**config.mk**
```make
export PLATFORM = sky130hd
export DESIGN_NAME = tc_irq_arbiter_flat
export DESIGN_NICKNAME = d
export VERILOG_FILES = /design/src/rtl/tc_irq_pkg.sv /design/src/rtl/tc_irq_arbiter_if.sv /design/src/rtl/tc_irq_arbiter_rr_priority_pick.sv /design/src/rtl/tc_irq_arbiter.sv /design/src/flat_wrapper.sv
export SDC_FILE = /design/constraint.sdc
export NUM_CORES = 1
export LEC_CHECK = 0
export CORE_MARGIN = 3
export CORE_UTILIZATION = 41
export DETAILED_ROUTE_END_ITERATION = 10
export PLACE_DENSITY = 0.73
export SLEW_MARGIN = 20
export SYNTH_ARGS = -nofsm -noshare
export SYNTH_HDL_FRONTEND = slang
export SYNTH_SLANG_ARGS = --single-unit
```
**constraint.sdc**
```tcl
create_clock -name clk -period 1.42 [get_ports clk]
set_input_delay 0.355 -clock clk [delete_from_list [all_inputs] [get_ports clk]]
set_output_delay 0.355 -clock clk [all_outputs]
set_load 0.02 [all_outputs]
```
**src/rtl/tc_irq_pkg.sv**
```systemverilog
// Shared definitions for the timer/counter interrupt arbiter: FSM states,
// source index map and default sizing.
package tc_irq_pkg;

    localparam int unsigned DEF_NSRC  = 6;
    localparam int unsigned DEF_VEC_W = 3;

    // Source indices; a lower index has higher fixed priority
    localparam int unsigned TC0_OCA = 0;
    localparam int unsigned TC0_OCB = 1;
    localparam int unsigned TC0_OVF = 2;
    localparam int unsigned TC1_OCA = 3;
    localparam int unsigned TC1_OCB = 4;
    localparam int unsigned TC1_OVF = 5;

    typedef enum logic [1:0] {
        IDLE,
        REQ,
        ACK,
        RELEASE
    } irq_state_e;

endpackage

```
**src/rtl/tc_irq_arbiter_if.sv**
```systemverilog
// Interrupt source / CPU handshake bundle. The master side is the arbiter;
// the slave side is the environment (timer sources plus CPU core).
interface tc_irq_arbiter_if
    import tc_irq_pkg::*;
#(
    parameter int unsigned NSRC  = DEF_NSRC,
    parameter int unsigned VEC_W = DEF_VEC_W
);
    logic [NSRC-1:0]  src_req;
    logic [NSRC-1:0]  src_ack;
    logic             status_reg_interrupt_enable;
    logic             interrupt_request;
    logic [VEC_W-1:0] interrupt_vector;
    logic             interrupt_executed;

    modport master (
        input  src_req,
        input  status_reg_interrupt_enable,
        input  interrupt_executed,
        output src_ack,
        output interrupt_request,
        output interrupt_vector
    );

    modport slave (
        output src_req,
        output status_reg_interrupt_enable,
        output interrupt_executed,
        input  src_ack,
        input  interrupt_request,
        input  interrupt_vector
    );
endinterface

```
**src/rtl/tc_irq_arbiter_rr_priority_pick.sv**
```systemverilog
// Combinational one-of-N picker. Fixed mode: lowest set index wins.
// Round-robin mode: search upward from start with wrap, first set bit wins.
module rr_priority_pick #(
    parameter int unsigned NSRC  = 6,
    parameter int unsigned VEC_W = 3,
    parameter bit          RR    = 1'b0
) (
    input  logic [NSRC-1:0]  req,
    input  logic [VEC_W-1:0] start,
    output logic             valid,
    output logic [VEC_W-1:0] winner
);

    int unsigned     base;
    int unsigned     idx;
    logic [NSRC-1:0] shifted;

    // Scan all sources from the base index, keep the first pending one
    always_comb begin
        valid   = 1'b0;
        winner  = '0;
        idx     = 0;
        shifted = '0;
        base    = RR ? 32'(start) : 32'd0;
        for (int unsigned i = 0; i < NSRC; i++) begin
            idx = base + i;
            if (idx >= NSRC) begin
                idx = idx - NSRC;
            end
            shifted = req >> idx;
            if (!valid && shifted[0]) begin
                valid  = 1'b1;
                winner = VEC_W'(idx);
            end
        end
    end

endmodule

```
**src/rtl/tc_irq_arbiter.sv**
```systemverilog
// Shares the CPU interrupt request/executed handshake between the timer
// compare/overflow sources, returning a one-cycle ack to the serviced source.
module tc_irq_arbiter
    import tc_irq_pkg::*;
#(
    parameter int unsigned NSRC  = DEF_NSRC,
    parameter int unsigned VEC_W = DEF_VEC_W,
    parameter bit          RR    = 1'b0,
    parameter int unsigned CNT_W = 8
) (
    input  logic                clk,
    input  logic                rst,
    tc_irq_arbiter_if.master    bus,
    output logic [CNT_W-1:0]    irq_count
);

    irq_state_e       state_q, state_d;
    logic             req_q,   req_d;
    logic [VEC_W-1:0] vec_q,   vec_d;
    logic [NSRC-1:0]  ack_q,   ack_d;
    logic [VEC_W-1:0] ptr_q,   ptr_d;
    logic [CNT_W-1:0] cnt_q,   cnt_d;

    logic             pick_valid;
    logic [VEC_W-1:0] pick_idx;
    logic             grant;

    rr_priority_pick #(
        .NSRC  (NSRC),
        .VEC_W (VEC_W),
        .RR    (RR)
    ) u_pick (
        .req    (bus.src_req),
        .start  (ptr_q),
        .valid  (pick_valid),
        .winner (pick_idx)
    );

    // A new grant needs the CPU idle, interrupts enabled and something pending
    assign grant = (state_q == IDLE) && !bus.interrupt_executed &&
                   bus.status_reg_interrupt_enable && pick_valid;

    // State and registered outputs
    always_ff @(posedge clk or posedge rst) begin
        if (rst) begin
            state_q <= IDLE;
            req_q   <= 1'b0;
            vec_q   <= '0;
            ack_q   <= '0;
            ptr_q   <= '0;
            cnt_q   <= '0;
        end else begin
            state_q <= state_d;
            req_q   <= req_d;
            vec_q   <= vec_d;
            ack_q   <= ack_d;
            ptr_q   <= ptr_d;
            cnt_q   <= cnt_d;
        end
    end

    // Next state: grant, wait for executed, ack, wait for executed to drop
    always_comb begin
        state_d = state_q;
        unique case (state_q)
            IDLE:    if (grant) state_d = REQ;
            REQ:     if (bus.interrupt_executed) state_d = ACK;
            ACK:     state_d = RELEASE;
            RELEASE: if (!bus.interrupt_executed) state_d = IDLE;
            default: state_d = IDLE;
        endcase
    end

    // Next values of the registered outputs; a committed grant is always acked
    always_comb begin
        req_d = req_q;
        vec_d = vec_q;
        ack_d = '0;
        ptr_d = ptr_q;
        cnt_d = cnt_q;
        unique case (state_q)
            IDLE: begin
                if (grant) begin
                    req_d = 1'b1;
                    vec_d = pick_idx;
                end
            end
            REQ: begin
                if (bus.interrupt_executed) begin
                    req_d = 1'b0;
                    ack_d = NSRC'(1) << vec_q;
                    cnt_d = cnt_q + 1'b1;
                end
            end
            ACK: begin
                if (RR) begin
                    ptr_d = (vec_q == VEC_W'(NSRC - 1)) ? '0 : vec_q + 1'b1;
                end
            end
            RELEASE: begin
            end
            default: begin
            end
        endcase
    end

    assign bus.interrupt_request = req_q;
    assign bus.interrupt_vector  = vec_q;
    assign bus.src_ack           = ack_q;
    assign irq_count             = cnt_q;

endmodule

```
**src/flat_wrapper.sv**
```systemverilog
// flat-port wrapper written by rule: the top's interface ports become plain ports
module tc_irq_arbiter_flat import tc_irq_pkg::*;
#(
    parameter int unsigned NSRC  = DEF_NSRC,
    parameter int unsigned VEC_W = DEF_VEC_W,
    parameter bit          RR    = 1'b0,
    parameter int unsigned CNT_W = 8
)
  (clk, rst, irq_count, bus_src_req, bus_status_reg_interrupt_enable, bus_interrupt_executed, bus_src_ack, bus_interrupt_request, bus_interrupt_vector);
  tc_irq_arbiter_if #(.NSRC(NSRC), .VEC_W(VEC_W)) bus_i ();
  input  logic clk;
  input  logic rst;
  output logic [CNT_W-1:0] irq_count;
  input wire logic [$bits(bus_i.src_req)-1:0] bus_src_req;
  input wire logic [$bits(bus_i.status_reg_interrupt_enable)-1:0] bus_status_reg_interrupt_enable;
  input wire logic [$bits(bus_i.interrupt_executed)-1:0] bus_interrupt_executed;
  output wire logic [$bits(bus_i.src_ack)-1:0] bus_src_ack;
  output wire logic [$bits(bus_i.interrupt_request)-1:0] bus_interrupt_request;
  output wire logic [$bits(bus_i.interrupt_vector)-1:0] bus_interrupt_vector;
  assign bus_i.src_req = bus_src_req;
  assign bus_i.status_reg_interrupt_enable = bus_status_reg_interrupt_enable;
  assign bus_i.interrupt_executed = bus_interrupt_executed;
  assign bus_src_ack = bus_i.src_ack;
  assign bus_interrupt_request = bus_i.interrupt_request;
  assign bus_interrupt_vector = bus_i.interrupt_vector;
  tc_irq_arbiter #(.NSRC(NSRC), .VEC_W(VEC_W), .RR(RR), .CNT_W(CNT_W)) u_core (.clk(clk), .rst(rst), .bus(bus_i), .irq_count(irq_count));
endmodule
```
* Word level (Yosys, flattened, before mapping)
Cells that the tools add are included.
** Cells by class
- Add/subtract/negate cells :: 1
- Equality and inequality tests :: 6
- Shift operators :: 1
- Multiplexer cells :: 20
- Reductions and logical operators :: 20
** Operator list (number)
- 6-bit two-way mux :: 2
- 2-bit two-way mux :: 5
- 1-bit two-way mux :: 9
- 8-bit by 1-bit adder with 8-bit output (second input constant) :: 1
- 1-bit logical AND :: 8
- 2-bit case mux with 4 select lines :: 1
- 1-bit zero test :: 6
- 3-bit two-way mux :: 2
- 3-bit AND reduction :: 2
- 1-bit by 3-bit left shift with 6-bit output (first input constant) :: 1
- 2-bit == test (second input constant) :: 2
- 2-bit != test (second input constant) :: 2
- 2-bit AND reduction :: 2
- 2-bit by 1-bit == test with 1-bit output (second input constant) :: 1
- 2-bit zero test :: 1
- 2-bit by 1-bit != test with 1-bit output (second input constant) :: 1
- 1-bit case mux with 2 select lines :: 1
- 2-bit nonzero test :: 1
** Word-level totals
- Bits in registers :: 20
- Input bits :: 10
- Output and inout bits :: 18
- Logic and storage cells :: 53

* Depth between registers and ports, before layout
- Depth in word-level cells :: 19
- Depth in mapped cells :: 6
- Depth with buffers taken out :: 6

* By module
A second synthesis with hierarchy kept.
** Second synthesis, totals
- Cells, all modules :: 84
- Area total of the unflattened synthesis :: 938.4 µm²
** Modules (own cells, without submodules)
- tc_irq_arbiter :: instances 1, cells each 74, area an instance 885.8 µm², sequential area each 500.5 µm²
- rr_priority_pick :: instances 1, cells each 10, area an instance 52.6 µm², sequential area each 0.0 µm²

* Worst setup path after synthesis
No wires, ideal clock.
- Path type :: register to register
- Start point :: register u_core.state_q[0]
- End point :: register u_core.state_q[1]
- Library setup time :: 125 ps
- Arrival time :: 1370 ps
- Required time :: 1295 ps
- Path slack :: -75 ps
- Cell stages (with the launch flop) :: 7
- Buffers on the path :: 0
- Period minus slack after synthesis :: 1495 ps
- Cells stage by stage :: dfrtp_1 > inv_1 > ha_1 > nand3b_4 > a21oi_2 > o21ai_2 > mux2_4
** On the way
- Cells in the longest elaborated chain, start to end :: 6
- Elaborated cells between the ends (all ways) :: 12
- Those cells by class :: 6 x eq/ne; 1 x mux; 5 x reduce/logical
** RTL lines
- start, declared :: line tc_irq_arbiter.sv:17 : irq_state_e state_q, state_d;
- start signal, assigned :: line tc_irq_arbiter.sv:53 : state_q <= state_d;
- 2-bit zero test :: line tc_irq_arbiter.sv:40, tc_irq_arbiter.sv:65
- 1-bit logical AND (2 in a row) :: line tc_irq_arbiter.sv:40 : assign grant = (state_q == IDLE) && !bus.interrupt_executed &&
- 1-bit logical AND :: line tc_irq_arbiter.sv:41 : bus.status_reg_interrupt_enable && pick_valid;
- 2-bit by 1-bit != test with 1-bit output (no source line)
- 3-bit AND reduction (no source line)
Several ways; a longest one is shown, not always the timed one.
A chain may end at the register's enable or synchronous reset.

* Final worst setup path
Ends and elaborated chain as after synthesis.

==> flow_summary_export.csv <==
group,metric,value,unit
route,ant_nets,0,
placed_design,pre_cts_ws,-0.429,ns
floorplan,dieArea,2980,sq um
sta,maxSlewHeadroom,0.794,
synthesis,ys.flop_type,"dfrtp_1",
power_and_ir_drop,power_frac_seq,0.303,
layout,diodes,0,
layout,nFillCells,163,
sta,drv_slew,0,
route,drcViolationCount,0,
sta,hold_viol,0,
synthesis,synth_top_area_frac,0.516,
power_and_ir_drop,p_switching,1.01,mW
clocking,cts_tree,"done",
setup_path,endpoint_kind,"register",
synthesis,synth-adder-area-share,0.0774,
synthesis,syn-instance-count,85,
synthesis,synth_cell_types,27,
route,vias,809,
power_and_ir_drop,switching_share,0.369,
synthesis,synthTopCellsByArea,"dfrtp_1 52%, ha_1 7.7%, nor2_1 4.6%, xnor2_1 3.6%, inv_1 2.7%",
power_and_ir_drop,power.density,1720,nW/um^2
power_and_ir_drop,leakage,0.821,nW
clocking,clkTransAtPathRegs,0.12,ns
placed_design,io_buffers,27,
floorplan,initial_core_util,0.461,
global_route,grt.overflow.total,0,
setup_path,cp_max_fo,3,
clocking,cts_buffer_depth,2,
synthesis,synth.most_common_cell,"dfrtp_1",
synthesis,yosysTopAreaCell,"dfrtp_1",
floorplan,core_area,2100,sq um
route,drt_iter0_markers,9,
worst_hold_path,hold_path.class,"in2async",
sta,tightest_slew,0.310,ns
synthesis,seq_area_frac_synth,0.516,
synthesis,synth-xor-area-share,0.0632,
power_and_ir_drop,irDropWorstVdd,1260,uV
layout,drive_above_1_share,0.413,
sta,setup_slack,0.0189,ns
clocking,clk_latency,0.30,ns
global_route,antenna_found_initial,0,
clocking,cts_buffers,3,
setup_path,cp.required,1.62,ns
clocking,postCtsHoldBufs,0,
clocking,cts.sinks,20,
synthesis,synthMuxAreaShare,0.0477,
synthesis,yosys.area_share.simple,0.188,
placed_design,hpwl,1.60,mm
floorplan,rows,16,
floorplan,die_h,54.6,um
setup_path,r2r_slack,0.02,ns
route,wl_per_cell,12.3,um
run,max_cap_violations,0,
route,wl,2.09,mm
global_route,grt_util_all_layers,0.160,
layout,regArea,500,sq um
sta,fin_skew,0.00675,ns
layout,fin_nets,160,
floorplan,die_w,54.6,um
global_route,grt_first_pass_wirelength,3.37,mm
clocking,clockRootBuffer,"clkbuf_4",
sta,rsz0062_at_grt,"yes",
synthesis,ys_ff_latch,20,
layout,areaGrowthSynthToFinish,63.4,%
global_route,grt_pass1_vias,804,
layout,design_area,1580,sq um
power_and_ir_drop,p_int,1.72,mW
sta,max_freq,714,MHz
clocking,h-tree-depth,1,
status,status,"finished, final reports clean",
synthesis,syn_nets,101,
floorplan,ioPinCount,28,
route,drt-pass1-iter-count,4,
placed_design,place_area,1470,sq um
power_and_ir_drop,power_frac_comb,0.575,
setup_path,cp_data_arrival_time,1.60,ns
synthesis,synth_compound_area_frac,0.0723,
synthesis,synth_common_cells,"20 x dfrtp_1, 12 x nor2_1, 7 x inv_1, 6 x ha_1, 5 x nand2_1",
synthesis,syn_area,970,sq um
sta,min_period,1.40,ns
power_and_ir_drop,clkPwrFrac,0.122,
synthesis,ys_async_sr_fraction,1.00,
synthesis,postSynthAreaPerCell,11.4,sq um
setup_path,startpoint_type,"register",
synthesis,ys_warn_count,0,
sta,finalCritPeriodShare,0.987,
synthesis,synth_edf_count,0,
placed_design,gp_congestion,0.758,
synthesis,synth_top_family_by_area,"simple AND/OR/NAND/NOR gates",
route,via_per_inst,4.76,
sta,finalSetupViolations,0,
layout,multi_input_area,532,sq um
global_route,grt_max_degree,21,
setup_path,critPathKind,"reg2reg",
placed cells by master (no fill, tap or decap), types with 2 or more instances in the layout:
master / count
ha_1: 4
o22a_2: 2
dfrtp_1: 20
dlygate4sd2_1: 17
clkdlybuf4s15_1: 3
clkbuf_2: 2
xor2_1: 3
nand2b_1: 3
or3_4: 2
clkbuf_4: 3
buf_4: 27
o21ai_0: 2
xnor2_1: 4
inv_2: 2
ha_4: 2
nand3_2: 2
nor2_1: 8
clkdlybuf4s50_1: 4
inv_1: 5
nand2_1: 5
nor2_2: 3
area by class of cell:
type	instances	area share
sequential	20	0.316
tap	27	0.0213
clock buffer	4	0.0229
timing repair buffer	55	0.288
multi-input combinational	57	0.336
inverter	7	0.0166
state kept, by name, indices dropped and copies added, names as in the netlist:
| register | count |
|---|---|
| u_core.bus.interrupt_request | 1 |
| u_core.bus.interrupt_vector | 3 |
| u_core.bus.src_ack | 6 |
| u_core.irq_count | 8 |
| u_core.state_q | 2 |
path summary, 6_finish.rpt:
path                                            startpoint                                    endpoint  cells after the start
max                          u_core.state_q[0]$_DFFE_PP0P_               u_core.state_q[1]$_DFFE_PP0P_                      6
min                                                    rst  u_core.bus.interrupt_vector[0]$_DFFE_PP0P_                      3
max reg2reg                  u_core.state_q[0]$_DFFE_PP0P_               u_core.state_q[1]$_DFFE_PP0P_                      6
min reg2reg                u_core.irq_count[7]$_DFFE_PP0P_             u_core.irq_count[7]$_DFFE_PP0P_                      1
max in group asynchronous                              rst             u_core.irq_count[0]$_DFFE_PP0P_                      3
min in group clk                            bus_src_req[1]  u_core.bus.interrupt_vector[1]$_DFFE_PP0P_                      3
kinds of logic after synthesis:
logic type | Yosys count
flip-flops | 20
buffers and inverters | 8
multiplexers | 4
AND/OR/NAND/NOR | 31
AO/OA/AOI/OAI | 9
adder cells (fa/ha/maj) | 6
XOR/XNOR | 7
worst max-delay path, cell delays in order, from the launching register on:
cell and delay [ns]:
dfrtp_1 0.45, inv_2 0.10, ha_4 0.16, nand3b_4 0.09
a21oi_4 0.14, o21ai_2 0.08, mux2_4 0.29
per-layer routing:
metal | vias up | track usage | wire, um
met5 | - | 0 | 0
met1 | 386 | 0.199 | 905
li1 | 399 | - | -
met3 | 5 | 0.0327 | 102
met4 | 0 | 0.0747 | 34
met2 | 19 | 0.264 | 1050
stage by stage:
step / TNS (ns) / hold WS [ns] / instances / utilization / power (mW)
6_report: 0 / 0.361 / 170 / 0.754 / 2.73
5_1_grt: -0.0957 / 0.400 / 170 / 0.754 / 2.93
4_1_cts: -0.00715 / 0.370 / 169 / 0.718 / 2.64
3_5_place_dp: -3.40 / 0.457 / 163 / 0.699 / 2.33
3_3_place_gp: -3.24 / 0.454 / 163 / 0.699 / 2.29
2_1_floorplan: -0.0509 / 0.319 / 85 / - / 1.59
power groups by stage:
| stage | combinational (mW) | sequential (mW) | clock [mW] |
|---|---|---|---|
| global placement | 1.46 | 0.831 | 0 |
| CTS | 1.48 | 0.826 | 0.342 |
| global route | 1.72 | 0.848 | 0.362 |
| floorplan | 0.543 | 1.05 | 0 |
| finish | 1.57 | 0.827 | 0.333 |
| detailed placement | 1.50 | 0.832 | 0 |
repair_timing:
item / CTS / global route
setup endpoints to repair: 24 / 14
pin swaps: 4 / 8
gates resized for setup: 26 / 22
setup buffers: 2 / 1
No activity file was read; power rests on OpenSTA's default activity.
